File: src/rtl/mc_ctrl_pkg.sv
`default_nettype none
// ============================================================================
// Module      : mc_ctrl_pkg
// Description : Shared definitions for the multi-cycle RV32I control unit:
//               FSM state encoding, major opcodes, datapath select encodings
//               and the bundled control-word type.
// Revision    : 1.0 - initial release
// ============================================================================
package mc_ctrl_pkg;

  // FSM states of the multi-cycle sequencer
  typedef enum logic [2:0] {
    ST_IF   = 3'd0,
    ST_ID   = 3'd1,
    ST_EX   = 3'd2,
    ST_MEM  = 3'd3,
    ST_WB   = 3'd4,
    ST_HALT = 3'd5
  } state_e;

  // Major opcodes (IR[6:0])
  localparam logic [6:0] c_op_rtype  = 7'b0110011;
  localparam logic [6:0] c_op_iarith = 7'b0010011;
  localparam logic [6:0] c_op_load   = 7'b0000011;
  localparam logic [6:0] c_op_store  = 7'b0100011;
  localparam logic [6:0] c_op_branch = 7'b1100011;
  localparam logic [6:0] c_op_jal    = 7'b1101111;
  localparam logic [6:0] c_op_jalr   = 7'b1100111;
  localparam logic [6:0] c_op_system = 7'b1110011;

  // Write-back source
  localparam logic [1:0] c_wb_aluout = 2'b00;
  localparam logic [1:0] c_wb_mdr    = 2'b01;
  localparam logic [1:0] c_wb_pc     = 2'b10;

  // ALU A input
  localparam logic [1:0] c_srca_pc    = 2'b00;
  localparam logic [1:0] c_srca_a     = 2'b01;
  localparam logic [1:0] c_srca_oldpc = 2'b10;

  // ALU B input
  localparam logic [1:0] c_srcb_b    = 2'b00;
  localparam logic [1:0] c_srcb_four = 2'b01;
  localparam logic [1:0] c_srcb_imm  = 2'b10;

  // ALU operation class
  localparam logic [1:0] c_aluop_add    = 2'b00;
  localparam logic [1:0] c_aluop_branch = 2'b01;
  localparam logic [1:0] c_aluop_funct  = 2'b10;

  // ECALL argument (x17) value that requests machine halt
  localparam logic [31:0] c_halt_code = 32'd10;

  // Complete set of per-cycle datapath controls
  typedef struct packed {
    logic       pc_write;
    logic       pc_write_cond;
    logic       iord;
    logic       mem_read;
    logic       mem_write;
    logic       ir_write;
    logic       reg_write;
    logic [1:0] wb_sel;
    logic [1:0] alu_src_a;
    logic [1:0] alu_src_b;
    logic [1:0] alu_op_sel;
    logic       pc_source;
    logic       is_halted;
  } ctrl_t;

  // True when the instruction in the IR is the halting ECALL
  function automatic logic is_halt_ecall(input logic [6:0] opcode,
                                         input logic [31:0] x17_val);
    return (opcode == c_op_system) && (x17_val == c_halt_code);
  endfunction

endpackage : mc_ctrl_pkg
`default_nettype wire

File: src/rtl/mc_output_decoder.sv
`default_nettype none
// ============================================================================
// Module      : mc_output_decoder
// Description : Purely combinational decode of (state, opcode, mem_ready)
//               into the datapath control word. Any field not set for a
//               state stays 0.
// Ports       : state_i     - current FSM state
//               opcode_i    - IR[6:0]
//               mem_ready_i - memory handshake (used only in IF)
//               ctrl_o      - bundled control outputs
// Revision    : 1.0 - initial release
// ============================================================================
module mc_output_decoder
  import mc_ctrl_pkg::*;
(
  input  state_e     state_i,
  input  logic [6:0] opcode_i,
  input  logic       mem_ready_i,
  output ctrl_t      ctrl_o
);

  always_comb begin
    ctrl_o = '0;
    case (state_i)
      ST_IF: begin
        // PC+4 is computed every IF cycle; the PC and IR only commit once
        // the fetch is actually delivered.
        ctrl_o.iord      = 1'b0;
        ctrl_o.mem_read  = 1'b1;
        ctrl_o.alu_src_a = c_srca_pc;
        ctrl_o.alu_src_b = c_srcb_four;
        if (mem_ready_i) begin
          ctrl_o.ir_write  = 1'b1;
          ctrl_o.pc_write  = 1'b1;
          ctrl_o.pc_source = 1'b0;
        end
      end

      ST_ID: begin
        // Speculative branch/JAL target old_pc+imm lands in ALUOut
        ctrl_o.alu_src_a = c_srca_oldpc;
        ctrl_o.alu_src_b = c_srcb_imm;
      end

      ST_EX: begin
        case (opcode_i)
          c_op_rtype: begin
            ctrl_o.alu_src_a  = c_srca_a;
            ctrl_o.alu_src_b  = c_srcb_b;
            ctrl_o.alu_op_sel = c_aluop_funct;
          end
          c_op_iarith: begin
            ctrl_o.alu_src_a  = c_srca_a;
            ctrl_o.alu_src_b  = c_srcb_imm;
            ctrl_o.alu_op_sel = c_aluop_funct;
          end
          c_op_load, c_op_store: begin
            ctrl_o.alu_src_a  = c_srca_a;
            ctrl_o.alu_src_b  = c_srcb_imm;
            ctrl_o.alu_op_sel = c_aluop_add;
          end
          c_op_branch: begin
            ctrl_o.alu_src_a     = c_srca_a;
            ctrl_o.alu_src_b     = c_srcb_b;
            ctrl_o.alu_op_sel    = c_aluop_branch;
            ctrl_o.pc_write_cond = 1'b1;
            ctrl_o.pc_source     = 1'b1;
          end
          c_op_jal: begin
            // Target already sits in ALUOut from ID; PC still holds PC+4
            ctrl_o.pc_write  = 1'b1;
            ctrl_o.pc_source = 1'b1;
            ctrl_o.reg_write = 1'b1;
            ctrl_o.wb_sel    = c_wb_pc;
          end
          c_op_jalr: begin
            // rs1+imm goes straight to the PC; link written in same cycle
            ctrl_o.alu_src_a = c_srca_a;
            ctrl_o.alu_src_b = c_srcb_imm;
            ctrl_o.pc_write  = 1'b1;
            ctrl_o.pc_source = 1'b0;
            ctrl_o.reg_write = 1'b1;
            ctrl_o.wb_sel    = c_wb_pc;
          end
          default: begin
            // Unknown opcode executes as a NOP
          end
        endcase
      end

      ST_MEM: begin
        ctrl_o.iord = 1'b1;
        if (opcode_i == c_op_load) begin
          ctrl_o.mem_read = 1'b1;
        end else if (opcode_i == c_op_store) begin
          ctrl_o.mem_write = 1'b1;
        end
      end

      ST_WB: begin
        ctrl_o.reg_write = 1'b1;
        ctrl_o.wb_sel    = (opcode_i == c_op_load) ? c_wb_mdr : c_wb_aluout;
      end

      ST_HALT: begin
        ctrl_o.is_halted = 1'b1;
      end

      default: begin
        ctrl_o = '0;
      end
    endcase
  end

endmodule : mc_output_decoder
`default_nettype wire

File: src/rtl/multicycle_control_unit.sv
`default_nettype none
// ============================================================================
// Module      : multicycle_control_unit
// Description : FSM sequencer for the shared multi-cycle RV32I datapath.
//               Holds the state register and next-state logic; control
//               outputs come from mc_output_decoder and are forced to 0
//               while reset is asserted.
// Ports       : clk_i, reset_i (async, active-high)
//               opcode_i, bcond_i, x17_val_i, mem_ready_i  - status inputs
//               pc_write_o ... is_halted_o                 - control outputs
//               cycle_cnt_o, instret_cnt_o                 - perf counters
// Config      : MC_PERF_CNT_EN - adds the cycle / retired-instruction
//               counters and their output ports.
// Revision    : 1.0 - initial release
// ============================================================================
module multicycle_control_unit
  import mc_ctrl_pkg::*;
(
  input  logic        clk_i,
  input  logic        reset_i,
  input  logic [6:0]  opcode_i,
  input  logic        bcond_i,
  input  logic [31:0] x17_val_i,
  input  logic        mem_ready_i,
  output logic        pc_write_o,
  output logic        pc_write_cond_o,
  output logic        iord_o,
  output logic        mem_read_o,
  output logic        mem_write_o,
  output logic        ir_write_o,
  output logic        reg_write_o,
  output logic [1:0]  wb_sel_o,
  output logic [1:0]  alu_src_a_o,
  output logic [1:0]  alu_src_b_o,
  output logic [1:0]  alu_op_sel_o,
  output logic        pc_source_o,
  output logic        is_halted_o
`ifdef MC_PERF_CNT_EN
  ,
  output logic [31:0] cycle_cnt_o,
  output logic [31:0] instret_cnt_o
`endif
);

  state_e state_q;
  state_e state_d;
  ctrl_t  w_ctrl;
  ctrl_t  w_ctrl_out;

  // Branch qualification happens in the datapath; bcond is not consumed here
  logic w_unused_bcond;
  assign w_unused_bcond = bcond_i;

  // --------------------------------------------------------------------------
  // State register
  // --------------------------------------------------------------------------
  always_ff @(posedge clk_i or posedge reset_i) begin
    if (reset_i) begin
      state_q <= ST_IF;
    end else begin
      state_q <= state_d;
    end
  end

  // --------------------------------------------------------------------------
  // Next-state logic
  // --------------------------------------------------------------------------
  always_comb begin
    state_d = state_q;
    case (state_q)
      ST_IF: begin
        if (mem_ready_i) begin
          state_d = ST_ID;
        end
      end

      ST_ID: begin
        if (opcode_i == c_op_system) begin
          state_d = is_halt_ecall(opcode_i, x17_val_i) ? ST_HALT : ST_IF;
        end else begin
          state_d = ST_EX;
        end
      end

      ST_EX: begin
        case (opcode_i)
          c_op_rtype, c_op_iarith: state_d = ST_WB;
          c_op_load, c_op_store:   state_d = ST_MEM;
          default:                 state_d = ST_IF;
        endcase
      end

      ST_MEM: begin
        if (mem_ready_i) begin
          state_d = (opcode_i == c_op_load) ? ST_WB : ST_IF;
        end
      end

      ST_WB:   state_d = ST_IF;
      ST_HALT: state_d = ST_HALT;
      default: state_d = ST_IF;
    endcase
  end

  // --------------------------------------------------------------------------
  // Output decode
  // --------------------------------------------------------------------------
  mc_output_decoder u_decoder (
    .state_i     (state_q),
    .opcode_i    (opcode_i),
    .mem_ready_i (mem_ready_i),
    .ctrl_o      (w_ctrl)
  );

  // State is already IF during reset, but IF would otherwise drive
  // mem_read; every strobe is held low until reset is released.
  assign w_ctrl_out = reset_i ? '0 : w_ctrl;

  assign pc_write_o      = w_ctrl_out.pc_write;
  assign pc_write_cond_o = w_ctrl_out.pc_write_cond;
  assign iord_o          = w_ctrl_out.iord;
  assign mem_read_o      = w_ctrl_out.mem_read;
  assign mem_write_o     = w_ctrl_out.mem_write;
  assign ir_write_o      = w_ctrl_out.ir_write;
  assign reg_write_o     = w_ctrl_out.reg_write;
  assign wb_sel_o        = w_ctrl_out.wb_sel;
  assign alu_src_a_o     = w_ctrl_out.alu_src_a;
  assign alu_src_b_o     = w_ctrl_out.alu_src_b;
  assign alu_op_sel_o    = w_ctrl_out.alu_op_sel;
  assign pc_source_o     = w_ctrl_out.pc_source;
  assign is_halted_o     = w_ctrl_out.is_halted;

  // --------------------------------------------------------------------------
  // Optional performance counters
  // --------------------------------------------------------------------------
`ifdef MC_PERF_CNT_EN
  logic [31:0] cycle_cnt_q;
  logic [31:0] instret_cnt_q;
  logic        w_retire;

  // An instruction retires when control returns to IF from any later
  // phase, or when the halting ECALL drops the machine into HALT.
  assign w_retire = ((state_d == ST_IF) &&
                     ((state_q == ST_ID) || (state_q == ST_EX) ||
                      (state_q == ST_MEM) || (state_q == ST_WB))) ||
                    ((state_d == ST_HALT) && (state_q != ST_HALT));

  always_ff @(posedge clk_i or posedge reset_i) begin
    if (reset_i) begin
      cycle_cnt_q   <= '0;
      instret_cnt_q <= '0;
    end else begin
      if (state_q != ST_HALT) begin
        cycle_cnt_q <= cycle_cnt_q + 32'd1;
      end
      if (w_retire) begin
        instret_cnt_q <= instret_cnt_q + 32'd1;
      end
    end
  end

  assign cycle_cnt_o   = cycle_cnt_q;
  assign instret_cnt_o = instret_cnt_q;
`else
  // No counters in this build: the state register is the only storage.
`endif

endmodule : multicycle_control_unit
`default_nettype wire

File: config.mk
export PLATFORM = sky130hd
export DESIGN_NAME = multicycle_control_unit
export DESIGN_NICKNAME = d
export VERILOG_FILES = /design/src/rtl/mc_ctrl_pkg.sv /design/src/rtl/mc_output_decoder.sv /design/src/rtl/multicycle_control_unit.sv
export SDC_FILE = /design/constraint.sdc
export NUM_CORES = 1
export LEC_CHECK = 0
export BUFFER_PORTS_ARGS = -buffer_cell sky130_fd_sc_hd__buf_4
export CAP_MARGIN = 20
export CORE_ASPECT_RATIO = 1.75
export CORE_UTILIZATION = 30
export CTS_BUF_LIST = sky130_fd_sc_hd__clkbuf_8
export CTS_CLUSTER_SIZE = 8
export DETAILED_ROUTE_END_ITERATION = 7
export GPL_TIMING_DRIVEN = 0
export PLACE_DENSITY = 0.63
export SYNTH_ARGS = -nofsm -noshare
export SYNTH_HDL_FRONTEND = slang
export SYNTH_HIERARCHICAL = 1
export SYNTH_SLANG_ARGS = --single-unit
File: constraint.sdc
create_clock -name clk_i -period 4.3 [get_ports clk_i]
set_clock_uncertainty 0.05 [all_clocks]
set_input_delay 1.29 -clock clk_i [delete_from_list [all_inputs] [get_ports clk_i]]
set_output_delay 1.29 -clock clk_i [all_outputs]
set_load 0.02 [all_outputs]
==> out/results.txt <==
Netlist Area Pre-Place -> 691 sq um
Setup violators final -> 0
Syn_area_per_cell -> 7.19 sq um
Starting Density -> 32.2%
Router iterations before antenna repair -> 4
Placed Cells -> 178
Slew headroom -> 72.0%
Postcts setup bufs -> 0
CP delay by family, top -> simple AND/OR/NAND/NOR gates
Slowest CP cell -> or3_4
Vias in the first global route -> 965
Main flop type after synthesis -> dfrtp_1
Final hold vios -> 0
CP peak stage delay -> 0.37 ns
Dpl ws -> 0.440 ns
Synth cell count leaders -> nor2b_1 (19), nand2_1 (10), nor2_1 (6), nor4_1 (6)
Final Util -> 55.9%
Async S/R FF share, synth -> 100%
TNS Setup -> 0 ns
Number of flip-flops in the largest register -> 3
Regs by FF count -> state_q x3
Vias -> 971
Period utilization -> 89.4%
Post-synthesis cell count -> 96
Die Span Y -> 65.5 microns
Final Max Tran Viols -> 0
R2R Path Start -> state_q[2]
CP Launch Type -> input port
VDD IR max -> 0.193 mV
Top cells by area, synth -> nor2b_1 (17%), dfrtp_1 (11%), and4bb_2 (5.4%)
HPWL after detailed placement -> 1.84 mm
Clock slew at reported path FFs -> 0.03 ns
Drc violations -> 0
Hold-fix buffers, CTS -> 0
PortBufs -> 58
Number of enable flip-flop cells after synthesis -> 0
# IOs -> 60
Row cnt -> 22
Hold Crit Class -> flip-flop to flip-flop
DR WL/cell -> 12.3 microns
Synth cell types -> 33
Status -> finished clean
Top-count cell post-synth -> nor2b_1
Lkg Pwr -> 0.000600 uW
Critical path class -> input port to primary output
Die width -> 38.3 microns
Register area share after synthesis -> 10.9%
First-pass GRT wire length -> 3.79 mm
Clock Tree Buf Depth -> 2
Largest net degree at the start of global routing -> 15
Die Outline Area -> 0.00251 sq mm
CTS tree -> built
Seq cells post-synth -> 3
FILL cells -> 208
Drt first-iter violations -> 14
Total Wirelength -> 2.24 mm
Setup crit start -> opcode_i[2]
Fmax -> 260 MHz
Share of post-route cells with drive strength above 1 -> 46.2%
Crit path max fanout -> 8
Number of max-cap violations -> 0
ANT nets after route -> 0
Antenna diodes -> 0
Number of buffers created by CTS -> 3
CP bufs+invs -> 3
Core area -> 0.00215 sq mm
Root buf cell -> clkbuf_8
H-tree depth -> 1
GPL Wtd Cong -> 0.757
Syn_nets -> 139
Synth area leader -> nor2b_1
Pwr dens -> 296 mW/mm^2
Post_cts resized -> 0
Worst setup margin -> 0.455 ns
Ys Warns -> 6
P&R area growth vs syn -> 73.9%
DR vias/cell -> 5.34
Crit path top cell by count -> buf_4
Biggest register -> state_q
Worst-margin pin slew -> 0.421 ns
Required time of the critical path -> 2.96 ns
Final Critical Period -> 3.85 ns
CP Capture Type -> primary output
Worst skew pair latency -> 0.22 ns
Yosys top cell area share -> 17.2%
RSZ-0062 raised after global routing -> false
Final net count -> 202
Critical path, cell by cell -> buf_4, buf_6, or3_4, nor4_2, a21o_1, nor2b_1, buf_4
Initial antenna violation count -> 0
Hold_sp -> state_q[2]
Finished Layout Cells -> 182
Gr ovfl total -> 0
Total track usage -> 20.3%
WP data arrival -> 2.51 ns
Clock sink total -> 3
per-layer routing:
metal / global-route usage [%] / share of wire, % / vias up
met5: 0 / 0 / -
met4: 5.36 / 0 / 0
met3: 4.05 / 7.2 / 0
met2: 41.3 / 59 / 52
met1: 18.1 / 34 / 439
li1: - / - / 480
through the flow:
| step | power [uW] | cell area, sq um | hold WS [ns] |
|---|---|---|---|
| 6_report | 355 | 1200 | 0.737 |
| 5_1_grt | 383 | 1200 | 0.800 |
| 4_1_cts | 359 | 1200 | 0.721 |
| 3_5_place_dp | 274 | 1160 | 0.713 |
| 3_3_place_gp | 271 | 1160 | 0.715 |
| 2_1_floorplan | 190 | 691 | 0.604 |
report_power, final:
part	total (uW)	switching, uW	internal, uW
Sequential	63.1	25.6	37.5
Combinational	211	101	110
Clock	80.9	20.0	60.9
worst reg2reg max path, cell delays in order, from the launching register on:
cell and delay [ns]:
dfrtp_1 0.56, inv_1 0.16, a221oi_2 0.33, nor3_1 0.10
a211o_1 0.28
path summary, 6_finish.rpt:
kind                                    to  slack, ns  depth (start not counted)
worst min register to register  state_q[2]       0.74                          1
min in group asynchronous       state_q[1]       1.21                          3
max in group asynchronous       state_q[2]       2.85                          3
worst min-delay path            state_q[2]       0.74                          1
worst max register to register  state_q[2]       2.70                          4
worst max-delay path            mem_read_o       0.45                          7
cells by family (layout without fill, tap and decap cells):
logic type	Yosys count	after routing	share of synthesized area, %
AND/OR/NAND/NOR	72	72	67.8
buffers and inverters	8	70	5.98
XOR/XNOR	1	1	1.27
flip-flops	3	3	10.9
multiplexers	2	2	2.90
AO/OA/AOI/OAI	10	10	11.2
cells in the final DEF (no fill, tap or decap), types with 2 or more instances in the layout:
cell type	count
and3_1	3
and3b_1	3
and4bb_2	3
buf_4	59
clkbuf_8	3
dfrtp_1	3
inv_1	6
mux2i_1	2
nand2_1	10
nand3_1	5
nand4_1	3
nor2_1	6
nor2b_1	19
nor3_1	5
nor4_1	6
nor4_2	3
nor4b_1	2
layout make-up:
class                      instances  area (sq um)  area share (%)
multi-input combinational         85           574            47.8
clock buffer                       3          41.3            3.44
timing repair buffer              58           435            36.3
inverter                           5          18.8            1.56
clock inverter                     1          3.75           0.313
tap                               24          30.0            2.50
buffer                             3          22.5            1.88
sequential                         3          75.1            6.25
(Power assumes the default switching activity.)
